### config.mk
export PLATFORM = sky130hd
export DESIGN_NAME = cep_out_reader_flat
export DESIGN_NICKNAME = d
export VERILOG_FILES = /design/src/rtl/cep_out_if.sv /design/src/rtl/cep_out_reader.sv /design/src/flat_wrapper.sv
export SDC_FILE = /design/constraint.sdc
export NUM_CORES = 1
export LEC_CHECK = 0
export CORE_UTILIZATION = 45
export DETAILED_ROUTE_END_ITERATION = 10
export PLACE_DENSITY = 0.91
export SLEW_MARGIN = 15
export SYNTH_ARGS = -nofsm -noshare
export SYNTH_HDL_FRONTEND = slang
export SYNTH_SLANG_ARGS = --single-unit
export TNS_END_PERCENT = 50
### constraint.sdc
create_clock -name clk -period 2.15 [get_ports clk]
set_clock_uncertainty 0.15 [all_clocks]
set_input_delay 0.3225 -clock clk [delete_from_list [all_inputs] [get_ports clk]]
set_output_delay 0.3225 -clock clk [all_outputs]
set_load 0.03 [all_outputs]
### src/rtl/cep_out_if.sv
// Cepstrum RAM read port plus the outgoing coefficient stream of cep_out_reader.
// master = reader side, slave = RAM / downstream side.
interface cep_out_if #(
  parameter int DATA_WIDTH = 32,
  parameter int ADDR_W     = 4,
  parameter int FRAME_W    = 8
);
  logic                  cep_rd_en;
  logic [ADDR_W-1:0]     cep_rd_addr;
  logic [DATA_WIDTH-1:0] cep_rd_data;
  logic                  out_valid;
  logic                  out_ready;
  logic [DATA_WIDTH-1:0] out_data;
  logic                  out_last;
  logic [FRAME_W-1:0]    out_frame_num;

  modport master (
    output cep_rd_en, cep_rd_addr, out_valid, out_data, out_last, out_frame_num,
    input  cep_rd_data, out_ready
  );

  modport slave (
    input  cep_rd_en, cep_rd_addr, out_valid, out_data, out_last, out_frame_num,
    output cep_rd_data, out_ready
  );
endinterface

### src/rtl/cep_out_reader.sv
// Drains one frame of cepstral coefficients from the cepstrum RAM and streams them out
// tagged with frame number and last flag. Optional macro CEP_OUT_SKIP_C0_EN skips c0.
module cep_out_reader #(
  parameter int DATA_WIDTH = 32,
  parameter int NUM_CEP    = 13,
  parameter int ADDR_W     = 4,
  parameter int FRAME_W    = 8
) (
  input  logic          clk,
  input  logic          rst_n,
  input  logic          frame_done,
  cep_out_if.master     bus,
  output logic          busy,
  output logic          overrun
);

`ifdef CEP_OUT_SKIP_C0_EN
  localparam logic [ADDR_W-1:0] START = ADDR_W'(1);
`else
  localparam logic [ADDR_W-1:0] START = ADDR_W'(0);
`endif
  localparam logic [ADDR_W-1:0] LAST_ADDR = ADDR_W'(NUM_CEP - 1);

  typedef enum logic [1:0] {IDLE, RD, CAP, SEND} state_t;

  state_t                 state, state_nxt;
  logic [ADDR_W-1:0]      addr;
  logic [FRAME_W-1:0]     frame_cnt;
  logic                   pending, pending_nxt;
  logic                   overrun_nxt;
  logic                   start_frame;
  logic                   addr_inc;
  logic                   fd_used;
  logic [DATA_WIDTH-1:0]  data_p1;
  logic                   last_p1;
  logic [FRAME_W-1:0]     frame_p1;

  always_ff @(posedge clk or negedge rst_n) begin
    if (!rst_n) state <= IDLE;
    else        state <= state_nxt;
  end

  always_comb begin
    state_nxt   = state;
    start_frame = 1'b0;
    addr_inc    = 1'b0;
    case (state)
      IDLE: begin
        if (frame_done || pending) begin
          start_frame = 1'b1;
          state_nxt   = RD;
        end
      end
      RD:   state_nxt = CAP;
      CAP:  state_nxt = SEND;
      SEND: begin
        if (bus.out_ready) begin
          if (last_p1) begin
            if (frame_done || pending) begin
              start_frame = 1'b1;
              state_nxt   = RD;
            end else begin
              state_nxt = IDLE;
            end
          end else begin
            addr_inc  = 1'b1;
            state_nxt = RD;
          end
        end
      end
      default: state_nxt = IDLE;
    endcase

    // A new frame consumes the pending event first; a coincident frame_done then re-arms pending.
    fd_used     = start_frame && !pending;
    pending_nxt = pending && !start_frame;
    overrun_nxt = 1'b0;
    if (frame_done && !fd_used) begin
      if (pending_nxt) overrun_nxt = 1'b1;
      else             pending_nxt = 1'b1;
    end
  end

  always_ff @(posedge clk or negedge rst_n) begin
    if (!rst_n) begin
      addr      <= '0;
      frame_cnt <= '0;
      pending   <= 1'b0;
      overrun   <= 1'b0;
    end else begin
      pending <= pending_nxt;
      overrun <= overrun_nxt;
      if (start_frame) begin
        addr      <= START;
        frame_cnt <= frame_cnt + FRAME_W'(1);
      end else if (addr_inc) begin
        addr <= addr + ADDR_W'(1);
      end
    end
  end

  // Capture stage: RAM data lands one cycle after the read strobe
  always_ff @(posedge clk or negedge rst_n) begin
    if (!rst_n) begin
      data_p1  <= '0;
      last_p1  <= 1'b0;
      frame_p1 <= '0;
    end else begin
      if (state == CAP) begin
        data_p1 <= bus.cep_rd_data;
        last_p1 <= (addr == LAST_ADDR);
      end
      if (start_frame) frame_p1 <= frame_cnt;
    end
  end

  assign bus.cep_rd_en     = (state == RD);
  assign bus.cep_rd_addr   = (state == RD) ? addr : '0;
  assign bus.out_valid     = (state == SEND);
  assign bus.out_data      = data_p1;
  assign bus.out_last      = last_p1;
  assign bus.out_frame_num = frame_p1;
  assign busy              = (state != IDLE);

endmodule
### src/flat_wrapper.sv
// flat-port wrapper written by rule: the top's interface ports become plain ports
module cep_out_reader_flat 
#(
  parameter int DATA_WIDTH = 32,
  parameter int NUM_CEP    = 13,
  parameter int ADDR_W     = 4,
  parameter int FRAME_W    = 8
)
  (clk, rst_n, frame_done, busy, overrun, bus_cep_rd_en, bus_cep_rd_addr, bus_out_valid, bus_out_data, bus_out_last, bus_out_frame_num, bus_cep_rd_data, bus_out_ready);
  cep_out_if #(.DATA_WIDTH(DATA_WIDTH), .ADDR_W(ADDR_W), .FRAME_W(FRAME_W)) bus_i ();
  input  logic clk;
  input  logic rst_n;
  input  logic frame_done;
  output logic busy;
  output logic overrun;
  output wire logic [$bits(bus_i.cep_rd_en)-1:0] bus_cep_rd_en;
  output wire logic [$bits(bus_i.cep_rd_addr)-1:0] bus_cep_rd_addr;
  output wire logic [$bits(bus_i.out_valid)-1:0] bus_out_valid;
  output wire logic [$bits(bus_i.out_data)-1:0] bus_out_data;
  output wire logic [$bits(bus_i.out_last)-1:0] bus_out_last;
  output wire logic [$bits(bus_i.out_frame_num)-1:0] bus_out_frame_num;
  input wire logic [$bits(bus_i.cep_rd_data)-1:0] bus_cep_rd_data;
  input wire logic [$bits(bus_i.out_ready)-1:0] bus_out_ready;
  assign bus_cep_rd_en = bus_i.cep_rd_en;
  assign bus_cep_rd_addr = bus_i.cep_rd_addr;
  assign bus_out_valid = bus_i.out_valid;
  assign bus_out_data = bus_i.out_data;
  assign bus_out_last = bus_i.out_last;
  assign bus_out_frame_num = bus_i.out_frame_num;
  assign bus_i.cep_rd_data = bus_cep_rd_data;
  assign bus_i.out_ready = bus_out_ready;
  cep_out_reader #(.DATA_WIDTH(DATA_WIDTH), .NUM_CEP(NUM_CEP), .ADDR_W(ADDR_W), .FRAME_W(FRAME_W)) u_core (.clk(clk), .rst_n(rst_n), .frame_done(frame_done), .bus(bus_i), .busy(busy), .overrun(overrun));
endmodule
==> results of run 1 <==
-- timing repair --
action                                 4_1_cts  5_1_grt
pin swaps                                    0        0
cloned                                       0        0
endpoints found under the hold margin       22        0
resized for setup                            8        7
setup endpoints to repair                    7        6
hold buffers                                 1        0
-- kinds of logic (layout without fill, tap and decap cells) --
| kind of cell | after synthesis | in the layout | synth area share, % |
|---|---|---|---|
| compound gates | 11 | 11 | 4.30 |
| flops | 57 | 57 | 57.7 |
| xor+xnor | 9 | 9 | 3.19 |
| mux | 43 | 43 | 20.3 |
| buf+inv | 14 | 115 | 2.78 |
| simple gates | 28 | 28 | 7.29 |
| fa+ha+maj | 9 | 9 | 4.45 |
-- placed cells by master (no fill, tap or decap), types with 4 or more instances in the layout --
| master | n |
|---|---|
| and2_1 | 4 |
| clkbuf_8 | 13 |
| inv_1 | 8 |
| xor2_1 | 7 |
| clkdlybuf4s50_1 | 76 |
| mux2_2 | 37 |
| ha_1 | 8 |
| nor2_1 | 4 |
| mux2_4 | 5 |
| dfrtp_1 | 57 |
-- layout make-up --
cell class                      count  area share, %
Clock buffer                       14           5.04
Multi-Input combinational cell    100           27.0
Inverter                            8          0.828
Tap cell                           70           2.42
Clock inverter                      2          0.276
Sequential cell                    57           39.4
Timing Repair Buffer               91           25.1
-- state kept, by name, summed over array words and instances (netlist names) --
signal and flops:
u_core.bus.out_data 32, u_core.addr 4, u_core.overrun 1, u_core.pending 1
u_core.bus.out_frame_num 8, u_core.frame_cnt 8, u_core.bus.out_last 1, u_core.state 2
-- power groups by stage --
| stage | clock (mW) | combinational (mW) | sequential, mW |
|---|---|---|---|
| after global routing | 1.00 | 3.32 | 1.93 |
| after detailed placement | 0 | 3.19 | 1.88 |
| after CTS | 0.960 | 3.17 | 1.86 |
| after floorplan | 0 | 1.24 | 2.58 |
| final | 0.934 | 3.14 | 1.86 |
| after global placement | 0 | 3.11 | 1.84 |
-- Yosys cell counts (2+ instances only) --
cell type / n / area [sq um]
dfrtp_1: 57 / 1430
mux2_2: 37 / 417
ha_1: 8 / 100
inv_1: 8 / 30.0
xor2_1: 7 / 61.3
mux2_4: 5 / 75.1
and2_1: 4 / 25.0
buf_2: 4 / 20.0
nor2_1: 4 / 15.0
nand3_1: 3 / 15.0
nor4_1: 3 / 18.8
a2111oi_2: 2 / 30.0
nand2b_1: 2 / 12.5
nand4_1: 2 / 12.5
nand4b_1: 2 / 17.5
o21ai_0: 2 / 10.0
xnor2_1: 2 / 17.5
-- layer usage --
metal | global-route usage [%] | part of all wire [%] | vias to the layer above
met3 | 5.75 | 5.4 | 9
li1 | - | - | 797
met2 | 34.0 | 51 | 52
met4 | 9.23 | 1.2 | 0
met1 | 23.2 | 42 | 876
met5 | 0 | 0 | -
-- worst paths after layout --
kind,slack (ps),end,from,cells after the start
max,60,bus_cep_rd_addr[1],u_core.state[1],4
min,330,u_core.frame_cnt[7],u_core.frame_cnt[7],1
max reg2reg,110,u_core.bus.out_frame_num[0],u_core.state[0],5
min reg2reg,330,u_core.frame_cnt[7],u_core.frame_cnt[7],1
max in group asynchronous,910,u_core.addr[1],rst_n,3
min in group asynchronous,370,u_core.bus.out_data[23],rst_n,2
-- worst max-delay path, cell delays in order, from the launching register on --
cell,delay (ps)
dfrtp_1,430
inv_1,140
ha_1,230
and2_1,140
clkdlybuf4s15_1,360
-- metrics by stage --
| stage | hold WS [ps] | power [mW] |
|---|---|---|
| 2_1_floorplan | -123 | 3.81 |
| 4_1_cts | 332 | 6.00 |
| 3_3_place_gp | 183 | 4.95 |
| 5_1_grt | 360 | 6.26 |
| 6_report | 330 | 5.94 |
| 3_5_place_dp | 187 | 5.07 |
==> metrics, run 1 <==
storage element area=0.00143 sq mm; leakage power=1.57 nW; EDFF count, synth=0; Fin. Hold Viols=0; CORE AREA=0.00520 sq mm; # H-tree levels=3; switching pwr=2.35 mW; count of clock tree sinks=57; setup slack at placement=81.2 ps; critical path class=reg2out; Finished Layout Cells=342; Setup Fix Bufs, Post-CTS=0; Area after DPL=0.00344 sq mm; hold crit path type=reg2reg; critical path endpoint category=output port; Synth warnings=0; multi-input logic area=977 sq um; Die Span X=76.1 microns; TritonCTS Buffers=9; dpl cells=325; fillers=381; Cell variety after synth=36; Clock Path Buffers=2; nets=311; Clock Power Share=15.7%; crit path DAT=1610 ps; First-pass DRT Iterations=4; final max-slew violation count=0; via count=1734; Antenna Nets Post-Route=0; post-synthesis cell count=171; hpwl dp=3730 microns; Comb power frac=52.9%; Syn Nets=215; Rows=26; Worst-path clk slew=60 ps; Slew headroom=64.1%; Power Dens Cells=1640 mW/mm^2; Layout area overhead=46.6%; FFs w/ async S/R, synth=100%; initial antenna violation count=0; setup ws final=64.1 ps; Int Power=3.59 mW; Max Cap Viol=0; setup violators final=0; mean number of vias per cell=5.07; startpoint type of the worst setup path=register; Max Clock Freq=479 MHz; grt total ovfl=0; RD Place Congestion=0.765; outcome=finished, final reports clean; WL/cell=15.1 microns; critical path required time=1680 ps; number of global-route vias before repair=1893; I/O pins=85; dominant synthesized flop cell=dfrtp_1; period utilisation layout=97.0%; total global-route track usage=19.9%; clk_lat worst skew=330 ps; number of port buffers=84; #FFs+latches synth=57; Flop pwr share=31.3%; Sw Ratio=39.6%; TritonCTS clock tree=done; CTS root buffer=clkbuf_8; Min Clock Period, post-route=2090 ps; first-pass GRT wire length=8910 microns; Peak supply drop=1090 uV; RSZ-0062 raised after global routing=yes; Ant. Diodes=0; share of layout cells above drive strength 1=26.8%; crit-path max FO=5; utilization after layout=69.6%; Post-Syn Area per Cell=14.5 sq um; post-route cell area=0.00362 sq mm; drt initial violations=69; synthesized area=0.00247 sq mm; full die area=0.00579 sq mm; initial core utilization=47.5%; Worst-Margin Slew=539 ps; register area share after synthesis=57.7%; DRC viols=0; final WL=5170 microns; Die Ht=76.1 microns; Total Neg Setup Slack=0 ps; largest net degree at the start of global routing=36
Power figures use the tool's default switching activity.
==> inputs of run 2 (changes only) <==
clock period = 2 ns   (was 2.15 ns; I/O delays follow)
==> metrics, run 2 (synthesis results as in run 1) <==
worst r2r dst=u_core.frame_cnt[5]; TritonCTS clock tree=done; Die Span X=76.1 microns; share of layout cells above drive strength 1=30.2%; Ant. Diodes=0; final hold slack=328 ps; Power Dens Cells=1780 mW/mm^2; Fin. Hold Viols=0; leakage power=1.59 nW; critical path required time=2030 ps; DRC viols=0; Antenna Nets Post-Route=0; period utilisation layout=97.6%; setup slack at placement=18.1 ps; Design Power=6.57 mW; hold crit path type=reg2reg; final max-slew violation count=0; setup violators final=0; number of global-route vias before repair=1830; clk_lat worst skew=320 ps; mean number of vias per cell=4.99; grt total ovfl=0; final WL=5230 microns; hold depth=1; commonest non-fill, non-tap cell in the layout=clkdlybuf4s50_1; Max Cap Viol=0; Area after DPL=0.00345 sq mm; hold worst-path end=u_core.frame_cnt[7]; critical path endpoint category=register; max reg flops=32; initial antenna violation count=0; I/O pins=85; via count=1720; Peak supply drop=1060 uV; startpoint type of the worst setup path=register; full die area=0.00579 sq mm; RR Startpoint=u_core.state[0]; Worst-Margin Slew=498 ps; crit-path max FO=7; nets=315; drt initial violations=58; hold_sp=u_core.frame_cnt[7]; most frequent cells in the layout=75 x clkdlybuf4s50_1, 55 x dfrtp_1, 37 x mux2_2; RSZ-0062 raised after global routing=yes; TritonCTS Buffers=9; hpwl dp=3610 microns; CTS root buffer=clkbuf_8; total global-route track usage=19.7%; initial core utilization=47.5%; number of port buffers=84; Max Clock Freq=513 MHz; crit path DAT=1980 ps; Slew headroom=66.5%; Worst-path clk slew=60 ps; setup ws final=48.9 ps; post-route cell area=0.00370 sq mm; Rows=26; Layout area overhead=49.6%; First-pass DRT Iterations=4; count of clock tree sinks=57; Reg2Reg Depth=6; setup slack, reg-to-reg=50 ps; largest net degree at the start of global routing=58; Min Clock Period, post-route=1950 ps; Die Ht=76.1 microns; Clock Path Buffers=2; first-pass GRT wire length=8850 microns; critical path class=reg2reg; # H-tree levels=3; outcome=finished, final reports clean; WL/cell=15.2 microns; CORE AREA=0.00520 sq mm; RD Place Congestion=0.735
run 2: where the power goes:
group          leakage (nW)  internal (mW)  switching (mW)  total (mW)
logic                 0.800           1.70            1.79        3.50
registers             0.691           1.67           0.340        2.01
clock network         0.102          0.633           0.427        1.06
total                  1.59           4.01            2.56        6.57
run 2: final cells by class:
cell class | count | area, sq um
clock buffer | 12 | 155
clock inverter | 3 | 40.0
fill | 382 | 1510
inverter | 8 | 30.0
multi-input combinational | 100 | 1020
sequential | 57 | 1430
tap | 70 | 87.6
timing repair buffer | 95 | 941
run 2: stage by stage:
| step | cells | setup TNS [ps] | util [%] |
|---|---|---|---|
| floorplan | 171 | 0 | - |
| global placement | 328 | 0 | 66.4 |
| detailed placement | 328 | 0 | 66.4 |
| CTS | 344 | 0 | 70.3 |
| global route | 345 | -16.8 | 71.1 |
| finish | 345 | 0 | 71.1 |
run 2: how the worst max path moves through the flow:
stage                         start                          end  slack [ps]  cells after the start
global placement    u_core.state[0]                         busy          70                      4
CTS                 u_core.state[1]                         busy          30                      4
floorplan           u_core.state[0]  u_core.bus.out_frame_num[4]          70                      6
global route        u_core.state[0]          u_core.frame_cnt[7]         -20                      5
detailed placement    bus_out_ready          u_core.frame_cnt[5]          20                      5
finish              u_core.state[0]          u_core.frame_cnt[5]          50                      6
run 2: timing repair:
action | CTS | global route
endpoints found under the hold margin | 57 | 0
setup buffers | 0 | 1
endpoints found under the setup margin | 4 | 5
hold buffers | 1 | 0
pin swaps | 0 | 2
resized for setup | 6 | 8
gates cloned | 0 | 0
run 2: per-layer routing:
| layer | share of wire, % | wire length [microns] | GRT usage (%) | up-vias |
|---|---|---|---|---|
| met2 | 52 | 2700 | 32.8 | 53 |
| li1 | - | - | - | 804 |
| met4 | 1.9 | 98 | 7.50 | 0 |
| met1 | 42 | 2210 | 24.5 | 854 |
| met3 | 4.3 | 224 | 5.39 | 9 |
| met5 | 0 | 0 | 0 | - |
run 2: worst max-delay path, stage by stage (launching register included):
cell	delay [ps]
dfrtp_2	390
buf_4	120
ha_2	250
a31oi_4	130
buf_4	170
nor4_1	470
xor2_1	120
